`config.mk`:
```
export PLATFORM = sky130hd
export DESIGN_NAME = alu_reg_pipe
export DESIGN_NICKNAME = d
export VERILOG_FILES = /design/src/rtl/alu_reg_pipe.sv
export SDC_FILE = /design/constraint.sdc
export NUM_CORES = 2
export LEC_CHECK = 0
export CAP_MARGIN = 20
export CORE_AREA = 2 2 352 493
export DETAILED_ROUTE_END_ITERATION = 10
export DIE_AREA = 0 0 354 495
export GPL_ROUTABILITY_DRIVEN = 1
export HOLD_SLACK_MARGIN = 0.15
export SETUP_SLACK_MARGIN = 0.05
export SYNTH_ARGS = -nofsm -noshare
export SYNTH_HDL_FRONTEND = slang
export SYNTH_SLANG_ARGS = --single-unit
```
`constraint.sdc`:
```
create_clock -name clk -period 9.2 [get_ports clk]
set_clock_uncertainty 0.2 [all_clocks]
set_input_delay 0.92 -clock clk [delete_from_list [all_inputs] [get_ports clk]]
set_output_delay 0.92 -clock clk [all_outputs]
set_load 0.01 [all_outputs]
```
`src/rtl/alu_reg_pipe.sv`:
```
// alu_reg_pipe: two-stage ALU over a register file with registered result and {Z,C,V,N} flags.
// Define ALU_FWD_EN to bypass the stage-1 result into operand capture instead of stalling one cycle.
module alu_reg_pipe #(
    parameter int XLEN = 32,
    parameter int NREG = 32,
    localparam int AW = $clog2(NREG)
) (
    input  logic            clk,
    input  logic            rst_n,
    input  logic            in_valid,
    output logic            in_ready,
    input  logic [AW-1:0]   r_addr_a,
    input  logic [AW-1:0]   r_addr_b,
    input  logic [AW-1:0]   w_addr,
    input  logic            w_en,
    input  logic [3:0]      alu_op,
    output logic [XLEN-1:0] res,
    output logic [3:0]      flags,
    output logic            out_valid
);
    localparam int SH = $clog2(XLEN);

    logic [XLEN-1:0] rf [NREG];
    logic            s1_valid, s1_wen, s1_wr, issue, hit_a, hit_b, is_add, is_sub;
    logic [3:0]      s1_op, alu_flags;
    logic [AW-1:0]   s1_waddr;
    logic [XLEN-1:0] s1_a, s1_b, rf_a, rf_b, opa, opb, alu_res;
    logic [XLEN:0]   sum, diff;

    assign s1_wr = s1_valid && s1_wen && s1_waddr != '0;
    assign hit_a = s1_wr && r_addr_a == s1_waddr;
    assign hit_b = s1_wr && r_addr_b == s1_waddr;
    assign rf_a  = r_addr_a == '0 ? '0 : rf[r_addr_a];
    assign rf_b  = r_addr_b == '0 ? '0 : rf[r_addr_b];
    assign issue = in_valid && in_ready;

`ifdef ALU_FWD_EN
    assign in_ready = 1'b1;
    assign opa = hit_a ? alu_res : rf_a;
    assign opb = hit_b ? alu_res : rf_b;
`else
    // The stalled op re-presents next cycle, when stage 1 is empty and the write has landed.
    assign in_ready = !(in_valid && (hit_a || hit_b));
    assign opa = rf_a;
    assign opb = rf_b;
`endif

    assign sum    = {1'b0, s1_a} + {1'b0, s1_b};
    assign diff   = {1'b0, s1_a} + {1'b0, ~s1_b} + (XLEN+1)'(1);
    assign is_add = s1_op == 4'b0010;
    assign is_sub = s1_op == 4'b0110;

    always_comb begin
        alu_res = '0;
        case (s1_op)
            4'b0000: alu_res = s1_a & s1_b;
            4'b0001: alu_res = s1_a | s1_b;
            4'b0010: alu_res = sum[XLEN-1:0];
            4'b0011: alu_res = s1_a << s1_b[SH-1:0];
            4'b0100: alu_res = s1_a >> s1_b[SH-1:0];
            4'b0101: alu_res = $signed(s1_a) >>> s1_b[SH-1:0];
            4'b0110: alu_res = diff[XLEN-1:0];
            4'b0111: alu_res = XLEN'($signed(s1_a) < $signed(s1_b));
            4'b1000: alu_res = XLEN'(s1_a < s1_b);
            4'b1010: alu_res = s1_a ^ s1_b;
            4'b1100: alu_res = ~(s1_a | s1_b);
            default: alu_res = '0;
        endcase
    end

    assign alu_flags = {
        alu_res == '0,
        is_add ? sum[XLEN] : is_sub && diff[XLEN],
        is_add ? (s1_a[XLEN-1] == s1_b[XLEN-1]) && (sum[XLEN-1] != s1_a[XLEN-1])
               : is_sub && (s1_a[XLEN-1] != s1_b[XLEN-1]) && (diff[XLEN-1] != s1_a[XLEN-1]),
        alu_res[XLEN-1]
    };

    always_ff @(posedge clk or negedge rst_n) begin
        if (!rst_n) begin
            s1_valid  <= 1'b0;
            s1_wen    <= 1'b0;
            s1_op     <= '0;
            s1_waddr  <= '0;
            s1_a      <= '0;
            s1_b      <= '0;
            res       <= '0;
            flags     <= '0;
            out_valid <= 1'b0;
        end else begin
            s1_valid  <= issue;
            out_valid <= s1_valid;
            if (issue) begin
                s1_wen   <= w_en;
                s1_op    <= alu_op;
                s1_waddr <= w_addr;
                s1_a     <= opa;
                s1_b     <= opb;
            end
            if (s1_valid) begin
                res   <= alu_res;
                flags <= alu_flags;
            end
        end
    end

    always_ff @(posedge clk or negedge rst_n) begin
        if (!rst_n) begin
            for (int i = 0; i < NREG; i++) rf[i] <= XLEN'(i);
        end else if (s1_wr) begin
            rf[s1_waddr] <= alu_res;
        end
    end
endmodule
```
**Word-level counts from Yosys, hierarchy flattened**

Cells that the tools add are included.

- Register bits after elaboration: 1136
- Bits in latches: 0
- Bits in writable memories: 0
- ROM bits: 0
- Bits of input ports: 23
- Output and inout bits: 38
- Word-level logic and storage cells: 109
- Memories kept: 0

- Add/subtract/negate cells: 3
- Multiply operators: 0
- Divide/modulo/power cells: 0
- Order comparisons: 6
- Eq/ne operators: 16
- Shift operators: 3
- Muxes and demuxes: 14
- Bitwise logic cells: 8
- Reduce and logical (&&, ||, !) cells: 18

Operators with widths:

| operator | count |
|---|---|
| 1024-bit bitwise mux | 1 |
| 32-bit case mux with 11 select lines | 1 |
| 32-bit binary-select mux with 5-bit select | 2 |
| 32-bit two-way mux | 7 |
| 32-bit demux with 5-bit select | 1 |
| 32-bit by 32-bit adder with 33-bit output | 2 |
| 32-bit less-than comparator | 2 |
| 32-bit NOT | 2 |
| 33-bit by 1-bit adder with 33-bit output, second input constant | 1 |
| 32-bit bitwise AND | 1 |
| 32-bit zero test | 1 |
| 32-bit bitwise OR | 1 |
| 32-bit by 5-bit << shifter with 32-bit output | 1 |
| 32-bit by 5-bit >> shifter with 32-bit output | 1 |
| 32-bit by 5-bit >>> shifter with 32-bit output | 1 |
| 32-bit XOR | 1 |
| 6-bit >= comparator, second input constant | 3 |
| 5-bit NOT with 6-bit output | 3 |
| 4-bit by 3-bit == test with 1-bit output, second input constant | 4 |
| 4-bit == test, second input constant | 3 |
| 1-bit logical AND | 11 |
| 5-bit == test | 2 |
| 5-bit zero test | 2 |
| 4-bit by 2-bit == test with 1-bit output, second input constant | 2 |
| 9 further kinds | 12 |

**Logic depth before layout (Yosys ltp)**

- Word-level depth: 7
- Gate-level depth with buffers: 18

**Worst setup path before layout**

No wires, ideal clock.

- Path kind: flip-flop to flip-flop
- Start point: register s1_b[1]
- End point: register rf[127] (netlist bit)
- Setup time: 0.136 ns
- Arrival time: 4.600 ns
- Slack: 4.264 ns
- Cell stages (with the launch flop): 19
- Cell sequence: dfrtp_1 -> buf_2 -> inv_1 -> buf_2 -> clkbuf_1 -> clkbuf_1 -> ha_1 -> o21ba_2 -> or4_4 -> a21oi_2 -> o41ai_2 -> o211ai_1 -> a31oi_1 -> o41ai_1 -> nor2_1 -> or3_1 -> a21oi_1 -> clkbuf_1 -> o21ai_0

- Longest elaborated chain between the ends: 5
- Elaborated cells on any way between the ends: 9
- Classes of those cells: 3 x add/sub; 3 x shift; 2 x mux; 1 x bitwise

RTL lines:

| what | line | source |
|---|---|---|
| start, declared | 27 | `logic [XLEN-1:0] s1_a, s1_b, rf_a, rf_b, opa, opb, alu_res;` |
| start signal, assigned | 98 | `s1_b <= opb;` |
| 32-bit NOT | 49 | `assign diff = {1'b0, s1_a} + {1'b0, ~s1_b} + (XLEN+1)'(1);` |
| 32-bit by 32-bit adder with 33-bit output | 49 |  |
| 33-bit by 1-bit adder with 33-bit output | 49 |  |
| 32-bit case mux with 11 select lines * | 55 | `case (s1_op)` |
| 1024-bit bitwise mux * | 111 | `rf[s1_waddr] <= alu_res;` |
| end signal, assigned by index | 111 |  |
| end, declared | 23 | `logic [XLEN-1:0] rf [NREG];` |

Every way passes the cells marked *; elsewhere a longest branch is shown, timed or not.
A chain may end at the register's enable or synchronous reset.

**Final worst setup path**

- Start point: register s1_b[2]
- End point: register flags[3]

- Longest elaborated chain between the ends: 5
- Elaborated cells on any way between the ends: 15
- Classes of those cells: 3 x add/sub; 2 x order compare; 3 x shift; 1 x mux; 5 x bitwise; 1 x reduce/logical

RTL lines:

| what | line | source |
|---|---|---|
| 32-bit NOT | 49 |  |
| 32-bit by 32-bit adder with 33-bit output | 49 |  |
| 33-bit by 1-bit adder with 33-bit output | 49 |  |
| 32-bit case mux with 11 select lines * | 55 |  |
| 32-bit zero test * | 72 | `alu_res == '0,` |
| end signal, assigned | 102 | `flags <= alu_flags;` |
| end, declared | 18 | `output logic [3:0] flags,` |

Marks and branches as above.

==> summary.md <==
| Metric | Value |
|---|---|
| Status | `completed` |
| Async set-reset flop share out of synthesis | `100%` |
| Critical-path maximum fanout | `33` |
| Worst hold path cell count | `0` |
| Clock Tree Root | `clkbuf_16` |
| Ys flop type | `dfrtp_1` |
| Drt pass-1 iters | `8` |
| Die Y | `about 500 um` |
| Hold Violations, Final | `0` |
| R2r setup slk | `2.99 ns` |
| Syn_nets | `a little over 7000` |
| Vias | `58300` |
| CTS tree | `yes` |
| Pwr dens | `between 200 and 250 nW/um2` |
| Syn Inst Count | `between 7000 and 8000` |
| CTS buffer count | `115` |
| Max_slew headroom | `between 20% and 30%` |
| GR Util All Layers | `approximately 32%` |
| Area growth syn-to-layout | `9.89%` |
| Crit path buf inv count | `3` |
| Full die area | `around 180000 um2` |
| Routability-driven placement congestion ratio | `between 1 and 1.5` |
| Initial core utilization | `between 30% and 40%` |
| Crit path cell chain | `clkinv_1 > buf_4 > ha_1 > a221oi_2 > a21oi_2 > o41ai_2 > xor2_1 > a221oi_4 > buf_4 > and3_1 > and4_1 > nand4b_1 > nor4_1 > a32o_1` |
| Post-DR wirelength/cell | `31.3 um` |
| Max Clock Freq | `161 MHz` |
| Pre-CTS setup slack | `2.83 ns` |
| Critical Path Max Stage Delay | `approximately 0.87 ns` |
| H-tree depth | `3` |
| Reg clk slew, reported paths | `0.06 ns` |
| Placed Instance Area | `70500 um2` |
| Final setup margin | `2.99 ns` |
| Crit path max-delay family | `compound AO/OA/AOI/OAI gates` |
| Clock Sinks | `1135` |
| CP arrival | `approximately 6.7 ns` |
| Antenna-violating nets left | `0` |
| Worst reg2reg path depth | `14` |
| First DRT Iteration DRCs | `approximately 6100` |
| Worst hold path class | `register to register` |
| Slew @ Worst Pin | `between 1 and 1.5 ns` |
| Worst hold endpoint | `rf[1007]$_DFFE_PN0P_` |
| Synth top area cells | `dfrtp_1 (39%), mux4_2 (11%), o21ai_0 (7.8%), mux2i_1 (6.7%), nand2_1 (5.4%)` |
| FF+latch count, synth | `about 1100` |
| Fraction of layout cells with a size suffix above 1 | `15.7%` |
| Chip width | `354 um` |
| Largest net degree at the start of global routing | `151` |
| Initial antenna violation count | `14` |
| Post-CTS Setup Bufs | `0` |
| First-pass GRT wire length | `about 410 mm` |
| Global route overflow | `0` |
| Reg2reg start | `s1_b[2]$_DFFE_PN0P_` |
| Total Routed Length | `roughly 290 mm` |
| Slowest CP cell | `o41ai_2` |
| Num rows | `180` |
| VDD IR max | `between 0.15 and 0.2 mV` |
| IO Pins | `61` |
| Netlist Area Pre-Place | `67900 um2` |
| Latest clock arrival within the worst-skew pair | `roughly 0.80 ns` |
| Part of the Yosys area used for sequential elements | `42.0%` |
| Reg2reg end | `flags[3]$_DFFE_PN0P_` |
| Syn_area_per_cell | `between 9 and 10 um2` |
| Commonest non-fill, non-tap cells in the layout | `o21ai_0 (1057), dfrtp_1 (1049), nand2_1 (962), nor2_1 (533), a21oi_1 (485)` |
| Synth warn | `0` |
| Number of enable flip-flop cells after synthesis | `0` |
| Setup violations, final | `0` |
| Yosys cell types | `100` |
| Clock Path Buffers | `3` |
| Top cell by count, worst path | `buf_4` |
| Crit end category | `register` |
| CORE AREA | `approximately 170000 um2` |
| Final worst path period share | `between 60 and 70%` |
| Via density | `~6.4` |
| Leak pwr | `between 30 and 40 nW` |
| Yosys top cell by area | `dfrtp_1` |
| IO Port Bufs | `60` |
| Setup Crit Path Kind | `register to register` |
| Tmin final | `about 6.2 ns` |
| Post-route cell area | `around 75000 um2` |
| Commonest non-fill, non-tap cell in the layout | `o21ai_0` |
| Setup TNS | `0 ns` |
| Vias in the first global route | `57100` |
| Hold_sp | `rf[1007]$_DFFE_PN0P_` |
| Max-cap viol count | `0` |
| WP data required | `9.71 ns` |
| Max Slew Vio Count | `0` |
| RSZ-0062 raised after global routing | `no` |
| Nets | `between 6000 and 7000` |
| Post-DP HPWL | `between 150 and 200 mm` |
| Yosys top cell area share | `between 30 and 40%` |
| Worst Setup Start Kind | `register` |
| Residual DRC | `0` |
## worst register-to-register path, stage by stage, from the launching register on
cell,delay (ns)
dfrtp_2,0.79
clkinv_1,0.22
buf_4,0.31
ha_1,0.28
a221oi_2,0.49
a21oi_2,0.22
o41ai_2,0.87
xor2_1,0.24
a221oi_4,0.37
buf_4,0.39
and3_1,0.28
and4_1,0.41
nand4b_1,0.20
nor4_1,0.60
a32o_1,0.26
## per-stage QoR
step           power (mW)  instances  util (%)  hold WS (ns)
2_1_floorplan        10.0       7093         -         0.224
3_3_place_gp         11.7       8880      41.1         0.184
3_5_place_dp         11.8       8883      41.2         0.191
4_1_cts              16.8       9101      43.5         0.204
5_1_grt              17.7       9108      43.6         0.211
6_report             16.9       9111      43.6         0.202
## routing by layer
metal | global-route usage (%) | share of wire [%]
met5 | 0 | 0.025
met4 | 20.4 | 7.5
met3 | 6.29 | 8.3
met2 | 51.9 | 47
met1 | 39.4 | 38
## what timing repair did
item,4_1_cts,5_1_grt
hold buffers,1,0
hold endpoints to repair,80,0
resized for setup,0,0
## kinds of logic after synthesis
group,Yosys count,synth area share [%]
buffers and inverters,818,4.76
adder cells (fa/ha/maj),101,1.88
AO/OA/AOI/OAI,2240,19.5
flip-flops,1135,42.0
XOR/XNOR,17,0.219
multiplexers,964,20.5
AND/OR/NAND/NOR,1818,11.2
## worst max path at each step
stage,from,end,cells past startpoint
final,s1_b[2]$_DFFE_PN0P_,flags[3]$_DFFE_PN0P_,14
after detailed placement,s1_a[11]$_DFFE_PN0P_,flags[3]$_DFFE_PN0P_,13
after global routing,s1_b[2]$_DFFE_PN0P_,flags[3]$_DFFE_PN0P_,14
after global placement,s1_b[4]$_DFFE_PN0P_,flags[3]$_DFFE_PN0P_,14
after floorplan,s1_b[1]$_DFFE_PN0P_,rf[127]$_DFFE_PN0P_,18
after CTS,s1_a[11]$_DFFE_PN0P_,flags[3]$_DFFE_PN0P_,13
## cell type report
cell class | instances | area (um2)
multi-input combinational | 5140 | 36600
timing repair buffer | 233 | 2190
tap | 2275 | 2850
inverter | 107 | 403
clock inverter | 42 | 549
antenna | 4 | 10.0
fill | 16500 | 96600
sequential | 1135 | 28500
clock buffer | 175 | 3410
## registers in the layout, summed over array words and instances, names as in the netlist
name	count
out_valid	1
s1_wen	1
flags	4
rf	1024
s1_op	4
s1_b	32
res	31
s1_a	32
s1_waddr	5
s1_valid	1
## cells in the mapped netlist, types with 16 or more instances
| library cell | number |
|---|---|
| buf_1 | 63 |
| dfrtp_1 | 1055 |
| o22ai_1 | 88 |
| a22oi_1 | 143 |
| a21oi_1 | 489 |
| or2_2 | 16 |
| buf_2 | 36 |
| nand2_1 | 985 |
| o31ai_1 | 18 |
| nor3_1 | 43 |
| mux4_2 | 319 |
| nand4_1 | 16 |
| a211oi_1 | 22 |
| clkbuf_1 | 596 |
| o221ai_1 | 17 |
| nor4_1 | 18 |
| dfstp_2 | 80 |
| mux2i_1 | 453 |
| nor2_1 | 544 |
| a31oi_1 | 21 |
| inv_1 | 99 |
| ha_1 | 99 |
| nand2b_1 | 23 |
| mux2_2 | 188 |
| o21ai_0 | 1057 |
| o211ai_1 | 101 |
| nand3_1 | 52 |
| nor2b_1 | 31 |
| a221oi_1 | 145 |
## where the power goes
group / internal [mW] / leakage (nW) / switching [mW] / total, mW
clock network: 2.82 / 1.94 / 2.19 / 5.01
logic: 1.95 / 14.4 / 3.08 / 5.03
registers: 6.03 / 15.0 / 0.847 / 6.88
total: 10.8 / 31.4 / 6.12 / 16.9
Power figures use the tool's default switching activity.
